<file path="src/rtl/mult_div_unit_pkg.sv">
// mult_div_unit_pkg
// Shared definitions for the iterative multiply/divide unit:
//   - WIDTH       : datapath width (fixed at 32 bits)
//   - ITERATIONS  : number of shift-add / restoring-divide iterations
//   - op_e        : operation encodings (MULT, MULTU, DIV, DIVU)
//   - state_e     : control FSM states (IDLE, CALC, FINISH)
//   - absVal()    : magnitude of an operand, honouring signedness
package mult_div_unit_pkg;

  localparam int unsigned WIDTH      = 32;
  localparam int unsigned ITERATIONS = 32;

  typedef enum logic [1:0] {
    OP_MULT  = 2'b00,
    OP_MULTU = 2'b01,
    OP_DIV   = 2'b10,
    OP_DIVU  = 2'b11
  } op_e;

  typedef enum logic [1:0] {
    ST_IDLE   = 2'b00,
    ST_CALC   = 2'b01,
    ST_FINISH = 2'b10
  } state_e;

  // Two's-complement magnitude when the operation is signed and the value is
  // negative. 0x80000000 maps to itself, which is the correct unsigned
  // magnitude 2^31.
  function automatic logic [WIDTH-1:0] absVal(input logic [WIDTH-1:0] value,
                                              input logic             isSigned);
    return (isSigned && value[WIDTH-1]) ? (~value + 1'b1) : value;
  endfunction

endpackage

</file>
<file path="src/rtl/mult_div_unit.sv">
// mult_div_unit
// Iterative 32-bit multiply / divide unit with a fixed 33-cycle latency.
// Multiply and divide share a single 64-bit accumulator/shift register and
// operate on operand magnitudes. Signs are reapplied when the result is
// written to HI/LO.
//
// Ports:
//   clk_i          : clock, all state updates on the rising edge
//   rst_ni         : synchronous active-low reset
//   start_i        : request pulse, sampled only in IDLE
//   op_i[1:0]      : 00 MULT, 01 MULTU, 10 DIV, 11 DIVU
//   operand_a_i    : rs value (multiplicand / dividend)
//   operand_b_i    : rt value (multiplier / divisor)
//   busy_o         : high while the FSM is not in IDLE
//   done_o         : one-cycle pulse after HI/LO were updated
//   hi_o           : product high word / remainder
//   lo_o           : product low word / quotient
//   div_by_zero_o  : divide with zero divisor, held until the next done
module mult_div_unit
  import mult_div_unit_pkg::*;
(
  input  logic             clk_i,
  input  logic             rst_ni,
  input  logic             start_i,
  input  logic [1:0]       op_i,
  input  logic [WIDTH-1:0] operand_a_i,
  input  logic [WIDTH-1:0] operand_b_i,
  output logic             busy_o,
  output logic             done_o,
  output logic [WIDTH-1:0] hi_o,
  output logic [WIDTH-1:0] lo_o,
  output logic             div_by_zero_o
);

  state_e               state_q;
  op_e                  op_q;
  logic [2*WIDTH-1:0]   acc_q;
  logic [WIDTH-1:0]     operand_q;
  logic [WIDTH-1:0]     aRaw_q;
  logic                 negLo_q;
  logic                 negHi_q;
  logic                 divZero_q;
  logic [5:0]           counter_q;
  logic [WIDTH-1:0]     hi_q;
  logic [WIDTH-1:0]     lo_q;
  logic                 done_q;
  logic                 dbz_q;

  logic                 isMult;
  logic [2*WIDTH-1:0]   acc_d;
  logic [WIDTH:0]       sum;
  logic [WIDTH:0]       partial;
  logic [WIDTH:0]       diff;
  logic [2*WIDTH-1:0]   product;
  logic [WIDTH-1:0]     hi_d;
  logic [WIDTH-1:0]     lo_d;

  assign isMult = (op_q == OP_MULT) || (op_q == OP_MULTU);

  // One iteration of the shared datapath.
  // Multiply: add the multiplicand into the upper half when the current
  // multiplier bit (acc[0]) is set, then shift right keeping the carry.
  // Divide: shift left, trial-subtract the divisor from the 33-bit partial
  // remainder; a clear bit 32 means no borrow, so keep it and set the
  // quotient bit.
  always_comb begin
    acc_d   = acc_q;
    sum     = '0;
    partial = '0;
    diff    = '0;
    if (isMult) begin
      sum   = {1'b0, acc_q[2*WIDTH-1:WIDTH]} + (acc_q[0] ? {1'b0, operand_q} : '0);
      acc_d = {sum, acc_q[WIDTH-1:1]};
    end else begin
      partial = acc_q[2*WIDTH-1:WIDTH-1];
      diff    = partial - {1'b0, operand_q};
      if (!diff[WIDTH]) begin
        acc_d = {diff[WIDTH-1:0], acc_q[WIDTH-2:0], 1'b1};
      end else begin
        acc_d = {acc_q[2*WIDTH-2:0], 1'b0};
      end
    end
  end

  // Final sign correction and the divide-by-zero override applied in FINISH.
  always_comb begin
    product = negLo_q ? (~acc_q + 1'b1) : acc_q;
    hi_d    = '0;
    lo_d    = '0;
    if (isMult) begin
      hi_d = product[2*WIDTH-1:WIDTH];
      lo_d = product[WIDTH-1:0];
    end else if (divZero_q) begin
      hi_d = aRaw_q;
      lo_d = '1;
    end else begin
      hi_d = negHi_q ? (~acc_q[2*WIDTH-1:WIDTH] + 1'b1) : acc_q[2*WIDTH-1:WIDTH];
      lo_d = negLo_q ? (~acc_q[WIDTH-1:0] + 1'b1) : acc_q[WIDTH-1:0];
    end
  end

  // Control FSM with registered outputs. Operands are latched on acceptance
  // so later changes on the inputs have no effect. For multiply the
  // accumulator starts with |B| in the low half and |A| is the addend; for
  // divide it starts with |A| (dividend) and |B| is the divisor.
  always_ff @(posedge clk_i) begin
    if (!rst_ni) begin
      state_q   <= ST_IDLE;
      op_q      <= OP_MULT;
      acc_q     <= '0;
      operand_q <= '0;
      aRaw_q    <= '0;
      negLo_q   <= 1'b0;
      negHi_q   <= 1'b0;
      divZero_q <= 1'b0;
      counter_q <= '0;
      hi_q      <= '0;
      lo_q      <= '0;
      done_q    <= 1'b0;
      dbz_q     <= 1'b0;
    end else begin
      done_q <= 1'b0;
      case (state_q)
        ST_IDLE: begin
          if (start_i) begin
            logic isSigned;
            logic mulReq;
            isSigned  = (op_i == OP_MULT) || (op_i == OP_DIV);
            mulReq    = (op_i == OP_MULT) || (op_i == OP_MULTU);
            op_q      <= op_e'(op_i);
            aRaw_q    <= operand_a_i;
            negLo_q   <= isSigned && (operand_a_i[WIDTH-1] ^ operand_b_i[WIDTH-1]);
            negHi_q   <= isSigned && operand_a_i[WIDTH-1];
            divZero_q <= !mulReq && (operand_b_i == '0);
            if (mulReq) begin
              acc_q     <= {{WIDTH{1'b0}}, absVal(operand_b_i, isSigned)};
              operand_q <= absVal(operand_a_i, isSigned);
            end else begin
              acc_q     <= {{WIDTH{1'b0}}, absVal(operand_a_i, isSigned)};
              operand_q <= absVal(operand_b_i, isSigned);
            end
            counter_q <= '0;
            state_q   <= ST_CALC;
          end
        end
        ST_CALC: begin
          acc_q <= acc_d;
          if (counter_q == 6'(ITERATIONS - 1)) begin
            counter_q <= '0;
            state_q   <= ST_FINISH;
          end else begin
            counter_q <= counter_q + 6'd1;
          end
        end
        ST_FINISH: begin
          hi_q    <= hi_d;
          lo_q    <= lo_d;
          dbz_q   <= divZero_q;
          done_q  <= 1'b1;
          state_q <= ST_IDLE;
        end
        default: begin
          state_q <= ST_IDLE;
        end
      endcase
    end
  end

  assign busy_o        = (state_q != ST_IDLE);
  assign done_o        = done_q;
  assign hi_o          = hi_q;
  assign lo_o          = lo_q;
  assign div_by_zero_o = dbz_q;

endmodule
</file>
<file path="config.mk">
export PLATFORM = sky130hd
export DESIGN_NAME = mult_div_unit
export DESIGN_NICKNAME = d
export VERILOG_FILES = /design/src/rtl/mult_div_unit_pkg.sv /design/src/rtl/mult_div_unit.sv
export SDC_FILE = /design/constraint.sdc
export NUM_CORES = 1
export LEC_CHECK = 0
export ABC_AREA = 1
export ABC_CLOCK_PERIOD_IN_PS = 3200
export CORE_ASPECT_RATIO = 1.1
export CORE_MARGIN = 2
export CORE_UTILIZATION = 45
export CTS_BUF_LIST = sky130_fd_sc_hd__clkbuf_8
export DETAILED_ROUTE_END_ITERATION = 12
export SYNTH_ARGS = -nofsm -noshare
export SYNTH_HDL_FRONTEND = slang
export SYNTH_SLANG_ARGS = --single-unit
</file>
<file path="constraint.sdc">
create_clock -name clk_i -period 3.2 [get_ports clk_i]
set_input_delay 0.32 -clock clk_i [delete_from_list [all_inputs] [get_ports clk_i]]
set_output_delay 0.32 -clock clk_i [all_outputs]
set_load 0.01 [all_outputs]
</file>
### After elaboration in Yosys (flattened, before gate mapping)

Cells that the tools add are included.
Widths: inputs -> output; s select.

* add/subtract/negate cells: 8
* $mul: 0
* div/mod/pow operators: 0
* order comparisons: 0
* equality and inequality tests: 8
* shift operators: 0
* mux-type cells: 23
* bitwise operators: 6
* reductions and logical operators: 17

Operator list (number)
* $mux 32: 11
* $mux 64: 4
* $add 32x1->32 const B: 4
* $not 32->32: 4
* $pmux 64 s2: 1
* $add 64x1->64 const B: 1
* $not 64->64: 1
* $add 32x32->33: 1
* $sub 33x32->33: 1
* $logic_not 32->1: 1
* $mux 6: 2
* $pmux 6 s2: 1
* $add 6x1->6 const B: 1
* $eq 2x1->1 const B: 3
* $eq 6x5->1 const B: 1
* $logic_not 2->1: 3
* $reduce_and 2->1: 3
* $eq 2x2->1 const B: 2
* $logic_and 1x1->1: 4
* $mux 2: 2
* $ne 2x2->1 const B: 2
* $pmux 2 s2: 1
* $reduce_bool 2->1: 2
* $logic_or 1x1->1: 3
* 3 further kinds: 3

* flip-flop bits (word level): 207
* bits in latches: 0
* memory bits (writable): 0
* memory bits (read-only): 0
* input port bits: 69
* output and inout port bits: 67
* memories: 0

### Logic depth before layout (Yosys ltp)

* word-level depth: 7
* gate-level depth with buffers: 20
* depth with buffers taken out: 19

### Least setup slack after synthesis

Ideal clock, no wire load.

* path kind: reg2reg
* from: register acc_q[0]
* to: register acc_q[57]
* library setup time: 132 ps
* arrival: 2440 ps
* setup slack: 627 ps
* cell stages (with the launch flop): 20
* path buffers: 2
* period minus slack after synthesis: 2573 ps
* cells stage by stage: dfxtp_1 > buf_2 > clkbuf_1 > nand2_1 > inv_1 > ha_1 > inv_1 > fa_1 > o21ai_1 > nand2_1 > nand2_1 > nand2_1 > nand2_1 > nand2_1 > nand3_1 > nand3_1 > nand2_1 > inv_1 > nand2_1 > a21oi_1

* cells in the longest elaborated chain, start to end: 4

RTL lines
* start: declaration: line mult_div_unit.sv:37 `logic [2*WIDTH-1:0] acc_q;`
* start signal: assignment: line mult_div_unit.sv:136 `acc_q <= {{WIDTH{1'b0}}, absVal(operand_b_i, isSigned)};`
* start signal: assignment: line mult_div_unit.sv:139 `acc_q <= {{WIDTH{1'b0}}, absVal(operand_a_i, isSigned)};`
* $mux 32: line mult_div_unit.sv:72 `sum = {1'b0, acc_q[2*WIDTH-1:WIDTH]} + (acc_q[0] ? {1'b0, operand_q} : '0);`
* $add 32x32->33: line mult_div_unit.sv:72
* $mux 64: line mult_div_unit.sv:71 `if (isMult) begin`
* $pmux 64 s2: line mult_div_unit.sv:123 `case (state_q)`

No other way between the ends.
A chain may end at the register's enable or synchronous reset.

### Final worst setup path

* from: register acc_q[31]
* to: register acc_q[53]

* cells in the longest elaborated chain, start to end: 4

RTL lines
* $sub 33x32->33: line mult_div_unit.sv:76 `diff = partial - {1'b0, operand_q};`
* $mux 64: line mult_div_unit.sv:77 `if (!diff[WIDTH]) begin`
* $mux 64: line mult_div_unit.sv:71
* $pmux 64 s2: line mult_div_unit.sv:123

No other way between the ends.

==> flow_metrics.py <==
metrics = {
    "place": {
        "place_congestion": 1.06,
        "portBuffers": 135,
        "dpl-instance-area_mm2": 0.0211,
        "placedCellCount": 3982,
        "hpwl_um": 71100,
    },
    "power": {
        "powerDensity_mw_per_mm2": 429,
        "report.power.total_mw": 9.43,
        "worst_ir_drop_vdd_mv": 0.406,
        "p_leak_nw": 10.6,
    },
    "floorplanning": {
        "die_area_mm2": 0.0439,
        "die_width_um": 200,
        "row_count": 78,
        "die_h_um": 219,
        "io_pins": 136,
        "core_mm2": 0.0415,
        "initial_core_util_pct": 45.8,
    },
    "timing": {
        "slew_violations": 0,
        "period_needed_ns": 3.04,
        "fmax_mhz": 329,
        "max_slew_margin_pct": 28.6,
        "setup-tns-final_ns": 0,
        "hold_violations": 0,
        "min_period_over_period_pct": 94.9,
        "worst_pin_slew_ns": 1.07,
        "finClkSkew_ns": 0.0507,
        "setup_violations": 0,
        "rsz0062_at_grt": "no",
    },
    "route": {
        "routed_wl_um": 89900,
        "drt-wirelength-per-cell_um": 22.2,
        "drtIter0Drc": 2660,
        "first_pass_iters": 6,
        "drt-vias-per-instance": 5.84,
        "num_vias": 23700,
        "antenna_left": 0,
        "drc": 0,
    },
    "job": {
        "drv_cap": 0,
    },
    "synth": {
        "synthFlopType": "dfxtp_1",
        "synth_area_leaders": "dfxtp_1 (22%), nand2_1 (17%), inv_1 (9.5%), a21oi_1 (8.0%), nand3_1 (7.9%)",
        "async_reset_ff_share_pct": 0,
        "synth-seq-cells": 206,
        "synth_cell_types": 50,
        "netlist_area_mm2": 0.0190,
        "yosysTopAreaCell": "dfxtp_1",
        "avgSynthCellArea_um2": 5.68,
        "syn_nets": 3486,
        "synth.most_common_cell": "nand2_1",
        "ys_seq_area_share_pct": 21.7,
        "synthTopCellsByCount": "nand2_1 (872), inv_1 (483), nor2_1 (307)",
        "synth-edff-count": 0,
        "yosys_warnings": 0,
        "synth_top_area_share_pct": 21.7,
        "syn_inst": 3346,
    },
    "cts": {
        "cts_resized": 0,
        "numClockSinks": 206,
        "cts_setup_buffers": 0,
        "cts_buffers": 41,
        "root_buffer": "clkbuf_8",
        "clock_latency_ns": 0.65,
        "cts_tree": "done",
        "cts.path.max_buffers": 3,
        "cts-htree-levels": 2,
        "cts_hold_buf": 0,
        "path_clk_slew_ns": 0.07,
    },
    "worst_setup_path": {
        "arrival_ns": 3.57,
        "crit_path_end_kind": "flip-flop",
        "crit_type": "reg -> reg",
        "cp-start-kind": "flip-flop",
        "cp_slowest_cell": "fa_1",
        "worst_path_largest_cell_delay_ns": 0.41,
        "cp.required_ns": 3.73,
        "cp_max_fo": 16,
        "critPathBufInv": 3,
        "crit_family": "simple AND/OR/NAND/NOR gates",
        "crit_path_cell_trace": "inv_1 -> ha_1 -> fa_1 -> inv_1 -> nand2_1 -> nand2_1 -> nand3_1 -> nand2_2 -> nand2_1 -> nand2_2 -> nand2_2 -> nand2_2 -> nand2_2 -> nand2_1 -> buf_4 -> nand3_1 -> nand3_1 -> nand2_1 -> a21oi_1",
    },
    "grt": {
        "grt_max_degree": 98,
        "antenna_found_initial": 2,
        "grtUsageTotal_pct": 40.6,
        "overflow": 0,
        "grt_pass1_wl_um": 133000,
        "grt_pass1_vias": 21800,
    },
    "finish": {
        "layoutNonFillerInstCount": 4056,
        "antennaDiodeCount": 0,
        "finalNetCount": 3605,
        "final_layout_size_suffix_gt1_share_pct": 5.75,
        "fillers": 4399,
        "area_delta_synth_final_pct": 15.8,
        "finish.instance_area_mm2": 0.0220,
    },
    "worst_hold_path": {
        "hp-class": "in -> reg",
    },
    "status": {
        "status": "finished clean",
    },
}
## metrics by stage
stage	setup WS, ns	utilization (%)	hold slack [ns]
4_1_cts	0.248	53.0	0.138
3_3_place_gp	0.245	50.8	0.444
3_5_place_dp	0.199	50.8	0.447
2_1_floorplan	0.627	-	0.430
6_report	0.164	53.0	0.171
5_1_grt	0.0320	53.0	0.193
## worst register-to-register path: cells and delay by family (launching register included)
family | cells | cell delay [ns]
AO/OA/AOI/OAI | 1 | 0.12
adder cells (fa/ha/maj) | 2 | 0.72
buffers and inverters | 3 | 0.54
flip-flops | 1 | 0.33
AND/OR/NAND/NOR | 13 | 1.25
## area by class of cell
class | count | area (µm²) | share of cell area (%)
flip-flops and latches | 206 | 4130 | 18.8
multi-input cells | 2511 | 12500 | 56.7
repair buffers | 213 | 1950 | 8.85
clock inverters | 18 | 138 | 0.626
clock buffers | 56 | 771 | 3.51
well taps | 560 | 701 | 3.19
inverters | 492 | 1850 | 8.40
## worst paths after layout
check                                              from                 endpoint  slack, ns  cells past startpoint
worst max-delay path             acc_q[31]$_SDFFE_PN0P_   acc_q[53]$_SDFFE_PN0P_       0.16                     19
worst min-delay path                             rst_ni     lo_o[9]$_SDFFE_PN0P_       0.17                      3
worst min register to register  aRaw_q[14]$_SDFFE_PN0P_  aRaw_q[14]$_SDFFE_PN0P_       0.46                      2
worst max register to register   acc_q[31]$_SDFFE_PN0P_   acc_q[53]$_SDFFE_PN0P_       0.16                     19
## logic make-up after synthesis
group	count (synthesis)	share of synthesized area [%]
compound gates	739	21.1
fa+ha+maj	71	4.76
simple gates	1618	35.9
flops	206	21.7
buf+inv	629	12.8
xor+xnor	83	3.83
## cells in the final DEF (no fill, tap or decap), types with 3 or more instances in the layout
cell	instances
nand2_1	871
inv_1	491
nor2_1	305
a21oi_1	305
nand3_1	298
o21ai_0	297
dfxtp_1	204
clkdlybuf4s50_1	134
buf_4	78
xor2_1	70
ha_1	69
clkbuf_8	56
o211ai_1	40
nand4_1	39
nor3_1	32
a31oi_1	32
nand3b_1	18
or2_2	15
o221ai_1	15
xnor2_1	13
o21ai_1	11
nand2_2	9
nor2_2	9
inv_2	7
nor4_1	7
o21bai_1	7
o22ai_1	6
a22oi_1	6
a211oi_1	4
nor2_4	4
a21o_1	4
nand3_2	3
a21oi_2	3
clkinv_1	3
clkinv_2	3
## routing by layer
layer  global-route usage (%)  vias up  part of all wire (%)
li1                         -    11200                     -
met1                     54.4    10900                    40
met2                     60.8     1398                    42
met3                     8.28      251                    11
met4                     22.3        4                   6.3
met5                        0        -                 0.026
## flip-flops by register name (all words and copies together), names as in the netlist
register and count:
hi_o 32, div_by_zero_o 1, op_q 1, state_q 2
aRaw_q 32, operand_q 32, counter_q 6, divZero_q 1
acc_q 64, negHi_q 1, lo_o 32, done_o 1
negLo_q 1
## report_power, final
group	leakage (nW)	internal, mW	switching (mW)
registers	1.68	2.70	0.193
logic	8.45	1.04	2.47
clock network	0.497	1.66	1.36
(Power assumes the default switching activity.)
